===== src/rtl/mgmt_smbus_echo_en.sv =====
// mgmt_smbus_echo_en
//
// SMBus target that echoes management-channel traffic. When echo_en is high at
// the address phase, write bytes sent to TARGET_ADDR go into a small buffer.
// A later read of TARGET_ADDR returns those bytes in order. Once the stored
// bytes run out, the read returns 8'hFF. When the block is disabled or
// unaddressed it NACKs and stays off the bus.
//
// Ports
//   clk         system clock, at least 20x the SCL frequency
//   reset_n     synchronous active-low reset
//   echo_en     1 = answer TARGET_ADDR, 0 = NACK everything
//   scl_in      bus SCL (asynchronous)
//   sda_in      bus SDA (asynchronous)
//   sda_oe      1 = pull SDA low (open drain)
//   busy        high from START until STOP
//   byte_count  number of bytes currently held in the echo buffer
//   overflow    sticky; a write byte arrived while the buffer was full
//   txn_done    one-cycle pulse on STOP after an addressed transaction

module mgmt_smbus_echo_en #(
  parameter logic [6:0]  TARGET_ADDR = 7'h2C,
  parameter int unsigned BUF_DEPTH   = 8,
  parameter int unsigned FILTER_LEN  = 3
) (
  input  logic                       clk,
  input  logic                       reset_n,
  input  logic                       echo_en,
  input  logic                       scl_in,
  input  logic                       sda_in,
  output logic                       sda_oe,
  output logic                       busy,
  output logic [$clog2(BUF_DEPTH):0] byte_count,
  output logic                       overflow,
  output logic                       txn_done
);

  localparam int unsigned PtrW = $clog2(BUF_DEPTH);
  localparam int unsigned CntW = PtrW + 1;
  localparam int unsigned FltW = $clog2(FILTER_LEN) + 1;

  typedef enum logic [2:0] {
    StIdle,
    StAddr,
    StAddrAck,
    StWrByte,
    StWrAck,
    StRdByte,
    StRdAck,
    StIgnore
  } state_e;

  // ---------------------------------------------------------------------------
  // Input conditioning: index 0 is SCL, index 1 is SDA.
  // The filtered value only follows the synchronized input after the input
  // has differed from it for FILTER_LEN consecutive cycles.
  // ---------------------------------------------------------------------------
  logic [1:0]      meta_q;
  logic [1:0]      sync_q;
  logic [1:0]      filt_q;
  logic [1:0]      filt_prev_q;
  logic [FltW-1:0] flt_cnt_q [2];

  always_ff @(posedge clk) begin
    if (!reset_n) begin
      // The idle bus level is high on both lines.
      meta_q       <= 2'b11;
      sync_q       <= 2'b11;
      filt_q       <= 2'b11;
      filt_prev_q  <= 2'b11;
      flt_cnt_q[0] <= '0;
      flt_cnt_q[1] <= '0;
    end else begin
      meta_q      <= {sda_in, scl_in};
      sync_q      <= meta_q;
      filt_prev_q <= filt_q;
      for (int i = 0; i < 2; i++) begin
        if (sync_q[i] == filt_q[i]) begin
          flt_cnt_q[i] <= '0;
        end else if (flt_cnt_q[i] == FltW'(FILTER_LEN - 1)) begin
          filt_q[i]    <= sync_q[i];
          flt_cnt_q[i] <= '0;
        end else begin
          flt_cnt_q[i] <= flt_cnt_q[i] + FltW'(1);
        end
      end
    end
  end

  logic scl_f;
  logic sda_f;
  logic scl_rise;
  logic scl_fall;
  logic start_det;
  logic stop_det;

  assign scl_f     = filt_q[0];
  assign sda_f     = filt_q[1];
  assign scl_rise  = scl_f & ~filt_prev_q[0];
  assign scl_fall  = ~scl_f & filt_prev_q[0];
  // SDA may change while SCL is high only as a START or a STOP.
  assign start_det = scl_f & filt_prev_q[0] & filt_prev_q[1] & ~sda_f;
  assign stop_det  = scl_f & filt_prev_q[0] & ~filt_prev_q[1] & sda_f;

  // ---------------------------------------------------------------------------
  // Protocol state
  // ---------------------------------------------------------------------------
  state_e          state_q;
  logic [2:0]      bit_cnt_q;
  logic [6:0]      shift_q;    // the last seven bits sampled; the eighth comes from sda_f
  logic [6:0]      tx_q;       // bits of the read byte not yet driven
  logic            ack_phase_q;
  logic            ack_q;      // our answer to the current write byte
  logic            host_ack_q; // the controller's answer to the current read byte
  logic            rd_mode_q;
  logic            matched_q;
  logic [CntW-1:0] count_q;
  logic [CntW-1:0] rptr_q;
  logic            overflow_q;
  logic            sda_oe_q;
  logic            busy_q;
  logic            txn_done_q;

  logic [7:0]      mem [BUF_DEPTH];
  logic [7:0]      rd_byte;
  logic [7:0]      wr_data;
  logic            addr_match;
  logic            buf_full;
  logic            wr_fire;

  assign wr_data    = {shift_q, sda_f};
  assign addr_match = (shift_q == TARGET_ADDR) && echo_en;
  assign buf_full   = (count_q >= CntW'(BUF_DEPTH));
  assign rd_byte    = (rptr_q < count_q) ? mem[rptr_q[PtrW-1:0]] : 8'hFF;
  assign wr_fire    = (state_q == StWrByte) && scl_rise && (bit_cnt_q == 3'd7) &&
                      !buf_full && !start_det && !stop_det;

  // The byte count doubles as the write pointer because the two are always
  // cleared together.
  always_ff @(posedge clk) begin
    if (wr_fire) begin
      mem[count_q[PtrW-1:0]] <= wr_data;
    end
  end

  always_ff @(posedge clk) begin
    if (!reset_n) begin
      state_q     <= StIdle;
      bit_cnt_q   <= '0;
      shift_q     <= '0;
      tx_q        <= '0;
      ack_phase_q <= 1'b0;
      ack_q       <= 1'b0;
      host_ack_q  <= 1'b0;
      rd_mode_q   <= 1'b0;
      matched_q   <= 1'b0;
      count_q     <= '0;
      rptr_q      <= '0;
      overflow_q  <= 1'b0;
      sda_oe_q    <= 1'b0;
      busy_q      <= 1'b0;
      txn_done_q  <= 1'b0;
    end else begin
      txn_done_q <= 1'b0;
      if (stop_det) begin
        state_q    <= StIdle;
        sda_oe_q   <= 1'b0;
        busy_q     <= 1'b0;
        txn_done_q <= matched_q;
        matched_q  <= 1'b0;
      end else if (start_det) begin
        // A repeated START keeps matched_q, so write-Sr-read gives one txn_done.
        state_q   <= StAddr;
        bit_cnt_q <= '0;
        sda_oe_q  <= 1'b0;
        busy_q    <= 1'b1;
      end else begin
        unique case (state_q)
          StIdle, StIgnore: begin
          end

          StAddr: begin
            if (scl_rise) begin
              shift_q   <= {shift_q[5:0], sda_f};
              bit_cnt_q <= bit_cnt_q + 3'd1;
              if (bit_cnt_q == 3'd7) begin
                if (addr_match) begin
                  matched_q   <= 1'b1;
                  rd_mode_q   <= sda_f;
                  ack_phase_q <= 1'b0;
                  state_q     <= StAddrAck;
                  if (sda_f) begin
                    rptr_q <= '0;
                  end else begin
                    count_q <= '0;
                  end
                end else begin
                  state_q <= StIgnore;
                end
              end
            end
          end

          // The first SCL fall starts the ACK and the second fall ends it.
          StAddrAck: begin
            if (scl_fall) begin
              if (!ack_phase_q) begin
                sda_oe_q    <= 1'b1;
                ack_phase_q <= 1'b1;
              end else if (rd_mode_q) begin
                tx_q      <= rd_byte[6:0];
                sda_oe_q  <= ~rd_byte[7];
                bit_cnt_q <= '0;
                if (rptr_q < count_q) begin
                  rptr_q <= rptr_q + CntW'(1);
                end
                state_q <= StRdByte;
              end else begin
                sda_oe_q  <= 1'b0;
                bit_cnt_q <= '0;
                state_q   <= StWrByte;
              end
            end
          end

          StWrByte: begin
            if (scl_rise) begin
              shift_q   <= {shift_q[5:0], sda_f};
              bit_cnt_q <= bit_cnt_q + 3'd1;
              if (bit_cnt_q == 3'd7) begin
                ack_phase_q <= 1'b0;
                state_q     <= StWrAck;
                if (!buf_full) begin
                  count_q <= count_q + CntW'(1);
                  ack_q   <= 1'b1;
                end else begin
                  overflow_q <= 1'b1;
                  ack_q      <= 1'b0;
                end
              end
            end
          end

          StWrAck: begin
            if (scl_fall) begin
              if (!ack_phase_q) begin
                sda_oe_q    <= ack_q;
                ack_phase_q <= 1'b1;
              end else begin
                sda_oe_q  <= 1'b0;
                bit_cnt_q <= '0;
                state_q   <= StWrByte;
              end
            end
          end

          StRdByte: begin
            if (scl_rise) begin
              bit_cnt_q <= bit_cnt_q + 3'd1;
              if (bit_cnt_q == 3'd7) begin
                ack_phase_q <= 1'b0;
                state_q     <= StRdAck;
              end
            end else if (scl_fall) begin
              tx_q     <= {tx_q[5:0], 1'b1};
              sda_oe_q <= ~tx_q[6];
            end
          end

          StRdAck: begin
            if (scl_fall) begin
              if (!ack_phase_q) begin
                sda_oe_q    <= 1'b0;
                ack_phase_q <= 1'b1;
              end else if (host_ack_q) begin
                tx_q      <= rd_byte[6:0];
                sda_oe_q  <= ~rd_byte[7];
                bit_cnt_q <= '0;
                if (rptr_q < count_q) begin
                  rptr_q <= rptr_q + CntW'(1);
                end
                state_q <= StRdByte;
              end else begin
                state_q <= StIgnore;
              end
            end else if (scl_rise && ack_phase_q) begin
              host_ack_q <= ~sda_f;
            end
          end

          default: state_q <= StIdle;
        endcase
      end
    end
  end

  assign sda_oe     = sda_oe_q;
  assign busy       = busy_q;
  assign byte_count = count_q;
  assign overflow   = overflow_q;
  assign txn_done   = txn_done_q;

endmodule


===== config.mk =====
export PLATFORM = sky130hd
export DESIGN_NAME = mgmt_smbus_echo_en
export DESIGN_NICKNAME = d
export VERILOG_FILES = /design/src/rtl/mgmt_smbus_echo_en.sv
export SDC_FILE = /design/constraint.sdc
export NUM_CORES = 1
export LEC_CHECK = 0
export ABC_AREA = 1
export CAP_MARGIN = 20
export CORE_MARGIN = 1.5
export CORE_UTILIZATION = 50
export CTS_BUF_LIST = sky130_fd_sc_hd__clkbuf_4 sky130_fd_sc_hd__clkbuf_8
export DETAILED_ROUTE_END_ITERATION = 8
export GPL_TIMING_DRIVEN = 1
export PLACE_DENSITY = 0.67
export SYNTH_ARGS = -nofsm -noshare
export SYNTH_HDL_FRONTEND = slang
export SYNTH_SLANG_ARGS = --single-unit
export TNS_END_PERCENT = 20

===== constraint.sdc =====
create_clock -name clk -period 3.1 [get_ports clk]
set_input_delay 0.775 -clock clk [delete_from_list [all_inputs] [get_ports clk]]
set_output_delay 0.775 -clock clk [all_outputs]
set_load 0.01 [all_outputs]

# Word level (Yosys, flattened, before mapping)
# Memory sizes are Yosys's and may differ from the RTL's. A register that Yosys moved wholly into a read port is not among the register bits.
# Index checks and enable logic that the tools add are counted.
dict set report totals {
  word_cells 256
  ram_bits 70
  ff_bits 45
  n_memories 2
  out_inout_bits 8
}
# name depth width rd rd_ports_with_merged_regs write_ports line_no
set mem_list {}
lappend mem_list {mem 8 8 1 1 1 124} ;# logic [7:0] mem [BUF_DEPTH];
lappend mem_list {flt_cnt_q 2 3 2 0 2 62} ;# logic [FltW-1:0] flt_cnt_q [2];
dict set report classes {
  magnitude_cmp 2
  bitwise_logic 25
  add_sub_neg 5
  eq_ne 52
  mux 107
  reduce_logical 42
}
# operator count
set ops {}
lappend ops {{$mux W3} 29}
lappend ops {{$mux W4} 18}
lappend ops {{$mux W7} 8}
lappend ops {{$mux W1} 43}
lappend ops {{$ne A3 B3 Y1 const B} 13}
lappend ops {{$reduce_and A13 Y1} 3}
lappend ops {{$ne A2 B2 Y1 const B} 19}
lappend ops {{$pmux W7 S3} 1}
lappend ops {{$pmux W3 S6} 1}
lappend ops {{$reduce_and A5 Y1} 3}
lappend ops {{$eq A3 B2 Y1 const B} 4}
lappend ops {{$eq A3 B3 Y1 const B} 4}
lappend ops {{$not A1 Y1} 12}
lappend ops {{$pmux W4 S3} 1}
lappend ops {{$reduce_and A6 Y1} 2}
lappend ops {{$reduce_and A11 Y1} 1}
lappend ops {{$reduce_and A10 Y1} 1}
lappend ops {{$add A3 B1 Y3 const B} 3}
lappend ops {{$ne A3 B1 Y1 const B} 3}
lappend ops {{$pmux W3 S3} 1}
lappend ops {{$reduce_and A9 Y1} 1}
lappend ops {{$reduce_bool A3 Y1} 3}
lappend ops {{$reduce_or A3 Y1} 3}
lappend ops {{$add A4 B1 Y4 const B} 2}
lappend ops {{other kinds (25)} 54}

# Logic depth before layout (Yosys ltp)
# Gate-level depths: netlist of the first run.
dict set report depth {
  depth_word 9
  mapped_depth 12
  depth_no_buf 12
}

# Least setup slack after synthesis of the first run
# No wires, ideal clock.
dict set report synth_path {
  kind {register to register}
  start {reg bit_cnt_q[0]}
  end {mem mem[1][0], enable pin}
  path_stages_with_launch 9
  setup_time_ns 0.383
  setup_slack_ns 0.911
  arrival_ns 1.805
  synth_period_minus_slack_ns 2.189
  path_cell_list {dfxtp_1 > ha_1 > ha_1 > inv_1 > nor3_2 > nand2_1 > nor2_1 > inv_1 > nor3_1}
}
dict set report synth_between {
  elab_chain_cells 7
}
# item line_no
set synth_lines {}
lappend synth_lines {{from (decl)} 109} ;# logic [2:0] bit_cnt_q;
lappend synth_lines {{from (signal assigned)} 185} ;# bit_cnt_q <= bit_cnt_q + 3'd1;
lappend synth_lines {{from (signal assigned)} 229} ;# bit_cnt_q <= bit_cnt_q + 3'd1;
lappend synth_lines {{from (signal assigned)} 259} ;# bit_cnt_q <= bit_cnt_q + 3'd1;
lappend synth_lines {{$eq A3 B3 Y1} 135} ;# assign wr_fire = (state_q == StWrByte) && scl_rise && (bit_cnt_q == 3'd7) &&
lappend synth_lines {{$logic_and A1 B1 Y1 (2 in a row)} 135}
lappend synth_lines {{$logic_and A1 B1 Y1 (2 in a row)} 136} ;# !buf_full && !start_det && !stop_det;
lappend synth_lines {{$mux W1} 141} ;# if (wr_fire) begin
lappend synth_lines {{$mux W1 (implied by the code)} 142} ;# mem[count_q[PtrW-1:0]] <= wr_data;
lappend synth_lines {{to (decl)} 124}
# Every way passes these cells.

# Final worst setup path of the first run
dict set report layout_path {
  start {reg count_q[1], in the netlist byte_count[1]}
  end {reg tx_q[3]}
}
dict set report layout_between {
  elab_chain_cells 6
  elab_cells_between_ends 9
  classes_between {order compare (1); mux (8)}
}
# item line_no
set layout_lines {}
lappend layout_lines {{from (decl)} 117} ;# logic [CntW-1:0] count_q;
lappend layout_lines {{from (signal assigned)} 234} ;# count_q <= count_q + CntW'(1);
lappend layout_lines {{$lt A4 B4 Y1 *} 134} ;# assign rd_byte = (rptr_q < count_q) ? mem[rptr_q[PtrW-1:0]] : 8'hFF;
lappend layout_lines {{$mux W8 *} 134}
lappend layout_lines {{$mux W7, on equally long branches} {275, 210}}
lappend layout_lines {{$mux W7, on equally long branches} {272, 207}}
lappend layout_lines {{$mux W7, on equally long branches} {271, 206}}
lappend layout_lines {{$pmux W7 S3 *} 178} ;# unique case (state_q)
lappend layout_lines {{to (signal assigned)} 211} ;# tx_q <= rd_byte[6:0];
lappend layout_lines {{to (signal assigned)} 265} ;# tx_q <= {tx_q[5:0], 1'b1};
lappend layout_lines {{to (signal assigned)} 276} ;# tx_q <= rd_byte[6:0];
lappend layout_lines {{to (decl)} 111} ;# logic [6:0] tx_q;
# Mark *: on every way between the ends. The rest lies on a longest branch, timed or not. The select of a mux whose other input is x is not followed.
# A chain may end at the register's enable or synchronous reset.

==> results of run 1 <==
[through the flow]
step | hold slack, ns | util
2_1_floorplan | 0.3925 | -
3_3_place_gp | 0.3996 | 0.5488
3_5_place_dp | 0.4001 | 0.5488
4_1_cts | 0.4197 | 0.5896
5_1_grt | 0.4285 | 0.5896
6_report | 0.4149 | 0.5896
[worst paths after layout]
| kind | from | end | slack (ns) | depth (start not counted) |
|---|---|---|---|---|
| max reg2reg | byte_count[1]$_SDFFE_PN0P_ | tx_q[3]$_SDFFE_PN0P_ | 0.61 | 10 |
| max | byte_count[1]$_SDFFE_PN0P_ | tx_q[3]$_SDFFE_PN0P_ | 0.61 | 10 |
| min | meta_q[0]$_SDFF_PN1_ | sync_q[0]$_SDFF_PN1_ | 0.41 | 1 |
| min reg2reg | meta_q[0]$_SDFF_PN1_ | sync_q[0]$_SDFF_PN1_ | 0.41 | 1 |
[synthesized netlist by cell type (all sizes together), types with 8 or more instances]
master and instances:
o22ai 9, clkbuf 14, nand4 8, nand2 117, nor3 15, ha 12, nand3 27, inv 56
edfxtp 70, o21ai 54, a21oi 29, nor2 117, dfxtp 48
[registers in the layout (all words and copies together) (netlist names), 2 cells and up, named ones only]
register	count
mem	64
shift_q	7
tx_q	7
flt_cnt_q	6
byte_count	4
rptr_q	4
bit_cnt_q	3
state_q	3
filt_prev_q	2
filt_q	2
meta_q	2
sync_q	2
[cell families after synthesis]
kind of cell	count (synthesis)	synth area share
simple gates	290	0.2337
compound gates	102	0.1037
other cells	1	0.0007034
xor+xnor	5	0.008214
fa+ha+maj	12	0.02816
buf+inv	72	0.05093
flops	118	0.5745
[power groups by stage]
stage	Clock, uW	Sequential, uW	Combinational (uW)
2_1_floorplan	0	1790	496
3_3_place_gp	0	1800	610
3_5_place_dp	0	1800	618
4_1_cts	1490	1770	622
5_1_grt	1560	1780	718
6_report	1460	1770	629
[routing by layer]
metal | vias up | part of all wire | global-route usage
met4 | 0 | 0.021 | 0.08784
met5 | - | 0 | 0
li1 | 2068 | - | -
met2 | 90 | 0.48 | 0.3733
met1 | 1928 | 0.45 | 0.2896
met3 | 22 | 0.046 | 0.04353
[worst register-to-register path: cells and delay by family, from the launching register on]
| family | cells | cell delay, ns |
|---|---|---|
| AND/OR/NAND/NOR | 7 | 0.85 |
| adder cells (fa/ha/maj) | 1 | 0.32 |
| flip-flops | 1 | 0.52 |
| AO/OA/AOI/OAI | 1 | 0.51 |
| buffers and inverters | 1 | 0.18 |
[final cells by class]
class | count | area share
clock buffers | 18 | 0.04070
clock inverters | 14 | 0.02857
inverters | 57 | 0.03515
multi-input cells | 415 | 0.3311
flip-flops and latches | 118 | 0.5032
well taps | 136 | 0.02795
repair buffers | 23 | 0.03330
==> reports/results.ini, run 1 <==
[critical_path]
critPathRequiredTime_ns=3.41
crit_arrival_ns=2.80
slowest_delay_ns=0.52
worst_setup_path_end_kind=register
crit_fanout=9
start_kind=register
path_buf_inv=1
crit_path_top_delay_cell=dfxtp_1
criticalPathCategory=register to register
cpLargestDelayFamily=simple AND/OR/NAND/NOR gates
cp_common_cell=nor2_1
path_cells=inv_1 > ha_1 > nand2_1 > nand2_1 > a21oi_1 > nand2_1 > nor2_1 > nor2_1 > nor2_1 > nor2_1

[yosys]
syn_area_per_cell_um2=8.886
synthTopCellsByArea=edfxtp_1 39%, dfxtp_1 18%, nand2_1 7.9%
synth_ff_type=edfxtp_1
yosysTopAreaCell=edfxtp_1
ys_seq_area_frac=0.5745
yosys_register_bits=118
netlist_area_mm2=0.005331
netlist_instances=600
synthArstFlopShare=0
synth_top_cell_area_share=0.3943
synth_edf_count=70
ys_types=34
ys_warn_count=0

[placed_design]
gp_congestion=0.8827
pre_cts_ws_ns=0.6944
dp.cells=749
post_dp_cell_area_mm2=0.005665
port_buffers=12
dp_hpwl_um=8099

[clock_network]
insertion_delay_ns=0.42
numClockSinks=118
post-cts-setup-buffers=0
cts_buffers=17
cts-hold-fix-buffers=0
clk_transition_reported_paths_ns=0.08
cts_root_buf=clkbuf_8
ctsResizeCount=0
cts_tree=yes
cts_max_level=4
cts.path.max_buffers=2

[sta]
rsz0062_at_grt=no
clock.fmax_ghz=0.4010
fin_crit_ns=2.494
skew_ns=0.01666
setup_violations=0
finalCritPeriodShare=0.8044
final-max-slew-violation-count=0
hold_viol=0
tightestPinTransition_ns=0.8996
setup_ws_ns=0.6064
tns_ns=0
slew_headroom=0.3996

[detailed_routing]
first_pass_iters=5
vias=4108
via_per_inst=5.260
drtAntennaViolNets=0
wl_per_cell_um=15.01
wl_um=11730
drtIter0Drc=204
drc=0

[global_route]
grt_pass1_vias=4036
grt_overflow=0
grt_max_degree=33
track_usage=0.2245
grt_pass1_wl_um=19400
antenna_found_initial=0

[layout]
layout-drive-gt1-share=0.1147
layout_commonest_cell=nand2_1
syn_to_final_growth_pct=14.18
nFillCells=924
seqCellArea_mm2=0.003063
stdcell_area_mm2=0.006087
multi_input_area_mm2=0.002016
final_cell_mix=112 x nand2_1, 108 x nor2_1, 70 x edfxtp_1, 49 x inv_1, 48 x dfxtp_1
fin_cells=781
num-nets-final=649
antennaDiodeCount=0

[pwr]
sw_frac_of_total=0.2908
peakVddDrop_mv=0.3082
leakage_uw=0.002289
comb_power_share=0.163
power_frac_seq=0.458
clkPwrFrac=0.379
p_total_uw=3865
power.density_mw_per_mm2=634.9
switchingPower_uw=1124
internal_power_uw=2741

[die]
ioPinCount=13
start_util=0.5164
die_w_um=106.3
rows=37
die_h_um=106.3
coreArea_mm2=0.01032
dieArea_mm2=0.01129

[flow_run]
drv_cap=0

[min_path]
hold_class=register to register

[outcome]
status=complete, no violations

(Power assumes the default switching activity.)
==> run 2: changes to the inputs <==
==> constraint.sdc (replaced) <==
create_clock -name clk -period 2.6 [get_ports clk]
set_input_delay 0.65 -clock clk [delete_from_list [all_inputs] [get_ports clk]]
set_output_delay 0.65 -clock clk [all_outputs]
set_load 0.01 [all_outputs]
==> reports/results.ini, run 2 (synthesis results as in run 1) <==
[outcome]
status=complete, no violations

[critical_path]
crit_arrival_ns=1.60  ; -1.20 ns
path_cells=clkdlybuf4s50_1
crit_path_top_delay_cell=clkdlybuf4s50_1
slowest_delay_ns=0.61  ; +0.09 ns
crit_fanout=9  ; unchanged
worst_setup_path_end_kind=primary output
criticalPathCategory=register to primary output
path_buf_inv=1  ; unchanged
cpLargestDelayFamily=buffers and inverters
start_kind=register
critPathRequiredTime_ns=1.95  ; -1.46 ns

[pwr]
clkPwrFrac=0.412  ; +0.033
comb_power_share=0.156  ; -0.007
leakage_uw=0.002355  ; +2.9%
switchingPower_uw=1283  ; +14%
peakVddDrop_mv=0.4263  ; +38%
power_frac_seq=0.431  ; -0.027
power.density_mw_per_mm2=792.7  ; +25%
sw_frac_of_total=0.2619  ; -0.02895
internal_power_uw=3616  ; +32%

[flow_run]
drv_cap=0  ; unchanged

[placed_design]
gp_congestion=0.8654  ; -2.0%
pre_cts_ws_ns=0.3746  ; -0.3197 ns
dp_hpwl_um=8302  ; +2.5%
port_buffers=12  ; unchanged

[die]
die_h_um=106.3  ; unchanged
ioPinCount=13  ; unchanged
start_util=0.5164  ; unchanged
rows=37  ; unchanged
dieArea_mm2=0.01129  ; unchanged
coreArea_mm2=0.01032  ; unchanged
die_w_um=106.3  ; unchanged

[sta]
setup_violations=0  ; unchanged
tns_ns=0  ; unchanged
clock.fmax_ghz=0.4452
hold_viol=0  ; unchanged
final-max-slew-violation-count=0  ; unchanged
finalCritPeriodShare=0.8639
fin_crit_ns=2.246
skew_ns=0.007535  ; -0.009128 ns
rsz0062_at_grt=no
setup_ws_ns=0.3539  ; -0.2525 ns

[clock_network]
ctsResizeCount=0  ; unchanged
insertion_delay_ns=0.43  ; about the same
post-cts-setup-buffers=0  ; unchanged
cts_max_level=4  ; unchanged
clk_transition_reported_paths_ns=0.07  ; about the same
numClockSinks=118  ; unchanged
cts_tree=yes
cts.path.max_buffers=2  ; unchanged
cts_buffers=17  ; unchanged
cts-hold-fix-buffers=0  ; unchanged
cts_root_buf=clkbuf_8

[min_path]
hold_class=register to register

[layout]
largest_reg_flops=64  ; unchanged
fin_util=0.5986  ; +0.008969
final_cell_mix=112 x nand2_1, 108 x nor2_1, 70 x edfxtp_1, 49 x inv_1, 48 x dfxtp_1
nFillCells=913  ; -1.2%
antennaDiodeCount=0  ; unchanged
num-nets-final=653  ; +0.62%
syn_to_final_growth_pct=15.91
layout-drive-gt1-share=0.1202  ; +0.005456
layout_commonest_cell=nand2_1

[detailed_routing]
vias=4149  ; +1.0%
drtIter0Drc=320  ; +57%
drc=0  ; unchanged
via_per_inst=5.285  ; +0.48%
wl_per_cell_um=15.22  ; +1.4%
wl_um=11950  ; +1.9%
first_pass_iters=5  ; unchanged
drtAntennaViolNets=0  ; unchanged

[global_route]
track_usage=0.2321  ; +0.007650
grt_overflow=0  ; unchanged
antenna_found_initial=0  ; unchanged
grt_pass1_wl_um=19750  ; +1.8%
grt_max_degree=33  ; unchanged
grt_pass1_vias=4046  ; +0.25%

## run 2: power by group through the flow
stage	Clock, uW	Sequential [uW]	Combinational, uW
4_1_cts	2040	2110	756
5_1_grt	2120	2120	876
3_5_place_dp	0	2150	750
6_report	2020	2110	766
2_1_floorplan	0	2130	591
3_3_place_gp	0	2150	739
## run 2: metal layers
layer  up-vias  GRT usage  wire, um
met1      1949     0.2758      5232
li1       2073          -         -
met5         -          0         0
met4         0     0.1014       287
met2       102     0.4041      5985
met3        25    0.04966       442
## run 2: through the flow
| stage | instances | cell area (um^2) | hold slack (ns) | total power, uW |
|---|---|---|---|---|
| floorplan | 605 | 5350 | 0.3925 | 2721 |
| global placement | 753 | 5695 | 0.3965 | 2889 |
| detailed placement | 753 | 5695 | 0.3977 | 2902 |
| CTS | 785 | 6180 | 0.4146 | 4907 |
| global route | 785 | 6180 | 0.4243 | 5114 |
| finish | 785 | 6180 | 0.4130 | 4899 |
## run 2: area by class of cell
type	instances	area, um^2	area share
Clock inverter	9	198.9	0.03219
Clock buffer	23	285.3	0.04616
Tap cell	136	170.2	0.02754
Timing Repair Buffer	27	232.7	0.03766
Multi-Input combinational cell	415	2016	0.3262
Inverter	57	214.0	0.03462
Sequential cell	118	3063	0.4956
## run 2: final timing paths
check,slack [ns],cells past startpoint,from,to
setup / recovery,0.35,1,byte_count[2]$_SDFFE_PN0P_,byte_count[2]
hold / removal,0.41,1,meta_q[0]$_SDFF_PN1_,sync_q[0]$_SDFF_PN1_
setup reg to reg,0.52,10,byte_count[1]$_SDFFE_PN0P_,rptr_q[2]$_SDFFE_PN0N_
hold reg to reg,0.41,1,meta_q[0]$_SDFF_PN1_,sync_q[0]$_SDFF_PN1_
==> run 3: changes to the inputs <==
--- a/config.mk
+++ b/config.mk
@@ -5,7 +5,7 @@
 export SDC_FILE = /design/constraint.sdc
 export NUM_CORES = 1
 export LEC_CHECK = 0
-export ABC_AREA = 1
+export ABC_AREA = 0
 export CAP_MARGIN = 20
 export CORE_MARGIN = 1.5
 export CORE_UTILIZATION = 50
@@ -13,6 +13,7 @@
 export DETAILED_ROUTE_END_ITERATION = 8
 export GPL_TIMING_DRIVEN = 1
 export PLACE_DENSITY = 0.67
+export SLEW_MARGIN = 5
 export SYNTH_ARGS = -nofsm -noshare
 export SYNTH_HDL_FRONTEND = slang
 export SYNTH_SLANG_ARGS = --single-unit
==> reports/results.ini, run 3 <==
[layout]
fin_cells=615  ; -22%
fin_util=0.6141  ; +0.01555
final_cell_mix=70 x edfxtp_1, 48 x dfxtp_1, 39 x nand2_1, 34 x buf_4, 26 x nor2_1
largest_reg_flops=64  ; unchanged
syn_to_final_growth_pct=17.63
num-nets-final=486  ; -26%
nFillCells=801  ; -12%
layout_commonest_cell=edfxtp_1
layout-drive-gt1-share=0.1867  ; +0.06654
antennaDiodeCount=0  ; unchanged

[clock_network]
cts-hold-fix-buffers=0  ; unchanged
cts_root_buf=clkbuf_8
numClockSinks=118  ; unchanged
insertion_delay_ns=0.43  ; about the same
cts.path.max_buffers=2  ; unchanged
cts_max_level=4  ; unchanged
ctsResizeCount=0  ; unchanged
clk_transition_reported_paths_ns=0.07  ; about the same
post-cts-setup-buffers=0  ; unchanged
cts_buffers=17  ; unchanged
cts_tree=yes

[die]
ioPinCount=13  ; unchanged
die_w_um=104.7  ; -1.4%
rows=36  ; -2.7%
die_h_um=104.7  ; -1.4%
start_util=0.5221  ; +0.005674
dieArea_mm2=0.01097  ; -2.9%
coreArea_mm2=0.009910  ; -4.0%

[yosys]
post-synth-top-count-cell=edfxtp_1
yosys_register_bits=118  ; unchanged
netlist_area_mm2=0.005174  ; -3.0%
synth_edf_count=70  ; unchanged
synth_ff_type=edfxtp_1
synthTopCellsByCount=70 x edfxtp_1, 48 x dfxtp_1, 39 x nand2_1, 26 x nor2_1, 19 x nand2b_1
ys_warn_count=0  ; unchanged
netlist_instances=421  ; -30%
synth_top_cell_area_share=0.4063  ; +0.01201
synthTopCellsByArea=edfxtp_1 41%, dfxtp_1 19%, mux4_2 7.0%
synthArstFlopShare=0  ; unchanged
yosysTopAreaCell=edfxtp_1
ys_seq_area_frac=0.5920  ; +0.01751
syn_area_per_cell_um2=12.29  ; +38%
ys_types=58  ; +71%

[placed_design]
gp_congestion=0.8966  ; +3.6%
dp.cells=583  ; -23%
pre_cts_ws_ns=-0.01334  ; -0.3880 ns
port_buffers=12  ; unchanged
dp_hpwl_um=7576  ; -8.7%

[detailed_routing]
wl_um=11010  ; -7.8%
drtIter0Drc=225  ; -30%
first_pass_iters=5  ; unchanged
drtAntennaViolNets=0  ; unchanged
drc=0  ; unchanged
wl_per_cell_um=17.90  ; +18%
vias=3480  ; -16%
via_per_inst=5.659  ; +7.1%

[critical_path]
start_kind=register
critPathRequiredTime_ns=2.74  ; +0.79 ns
r2r-start=state_q[1]$_SDFFE_PP0P_
crit_fanout=20  ; +11
criticalPathCategory=register to register
cpLargestDelayFamily=simple AND/OR/NAND/NOR gates
worst_setup_path_end_kind=register
path_buf_inv=1  ; unchanged
path_cells=nand2_1 > nor3_1 > nand2_1 > nor3_1 > buf_4
crit_start=state_q[1]$_SDFFE_PP0P_
crit_path_top_delay_cell=dfxtp_1
crit_arrival_ns=2.62  ; +1.02 ns
slowest_delay_ns=0.71  ; +0.10 ns

[flow_run]
drv_cap=0  ; unchanged

[pwr]
clkPwrFrac=0.474  ; +0.062
internal_power_uw=3125  ; -14%
power.density_mw_per_mm2=632.9  ; -20%
leakage_uw=0.002099  ; -11%
comb_power_share=0.014  ; -0.142
sw_frac_of_total=0.1887  ; -0.07319
power_frac_seq=0.513  ; +0.082
peakVddDrop_mv=0.2603  ; -39%
switchingPower_uw=726.8  ; -43%

[global_route]
grt_overflow=0  ; unchanged
antenna_found_initial=0  ; unchanged
track_usage=0.2181  ; -0.01403
grt_pass1_vias=3481  ; -14%
grt_pass1_wl_um=18050  ; -8.6%
grt_max_degree=33  ; unchanged

[sta]
clock.fmax_ghz=0.4024  ; -9.6%
hold_viol=0  ; unchanged
setup_violations=0  ; unchanged
finalCritPeriodShare=0.9559  ; +0.09201
rsz0062_at_grt=no
tightestPinTransition_ns=0.6118
slew_headroom=0.5894
skew_ns=0.009801  ; +0.002266 ns
setup_ws_ns=0.1146  ; -0.2392 ns
final-max-slew-violation-count=0  ; unchanged
fin_crit_ns=2.485  ; +0.2392 ns
tns_ns=0  ; unchanged

[outcome]
status=complete, no violations

[min_path]
hold_class=register to register
min-delay-start=meta_q[1]$_SDFF_PN1_

-- run 3: logic make-up (layout without fill, tap and decap cells) --
| logic type | count (synthesis) | count (layout) | synth area share |
|---|---|---|---|
| simple gates | 147 | 147 | 0.1487 |
| other cells | 1 | 6 | 0.0007248 |
| compound gates | 80 | 80 | 0.1093 |
| fa+ha+maj | 13 | 13 | 0.03095 |
| flops | 118 | 118 | 0.5920 |
| mux | 24 | 24 | 0.08537 |
| buf+inv | 34 | 90 | 0.02612 |
| xor+xnor | 4 | 4 | 0.006773 |
-- run 3: final timing paths --
kind | to | slack [ns] | depth (start not counted)
setup / recovery | mem[0][0]$_DFFE_PP_ | 0.11 | 5
setup reg to reg | mem[0][0]$_DFFE_PP_ | 0.11 | 5
hold / removal | sync_q[1]$_SDFF_PN1_ | 0.41 | 1
hold reg to reg | sync_q[1]$_SDFF_PN1_ | 0.41 | 1
-- run 3: layout make-up --
cell class,instances,area (um^2),share of cell area
flip-flops and latches,118,3063,0.5033
multi-input cells,274,1994,0.3277
well taps,133,166.4,0.02734
inverters,12,45.04,0.007401
clock buffers,23,291.5,0.04790
repair buffers,46,375.4,0.06168
clock inverters,9,150.1,0.02467
-- run 3: metrics by stage --
stage,instance area (um^2),total power (uW),hold WS [ns]
final,6086,3852,0.4054
after floorplan,5192,2048,0.3863
after detailed placement,5644,2067,0.3909
after CTS,6086,3882,0.4071
after global placement,5644,2066,0.3902
after global routing,6086,3978,0.4278
-- run 3: per-layer routing --
metal  wire [um]  vias to the layer above  track usage
li1            -                     1670            -
met1        5064                     1686       0.3005
met2        5147                      102       0.3268
met3         607                       22      0.06176
met4         193                        0      0.08611
met5           0                        -            0
-- run 3: worst register-to-register path: stages (launching register included) --
cell and delay [ns]:
dfxtp_1 0.71, nand2_1 0.16, nor3_1 0.43, nand2_1 0.22
nor3_1 0.43, buf_4 0.25
-- run 3: power groups by stage --
stage	combinational, uW	clock (uW)	sequential, uW
2_1_floorplan	35.9	0	2010
3_3_place_gp	52.1	0	2010
3_5_place_dp	52.7	0	2010
4_1_cts	53.2	1850	1970
5_1_grt	59.2	1950	1970
6_report	53.2	1820	1970
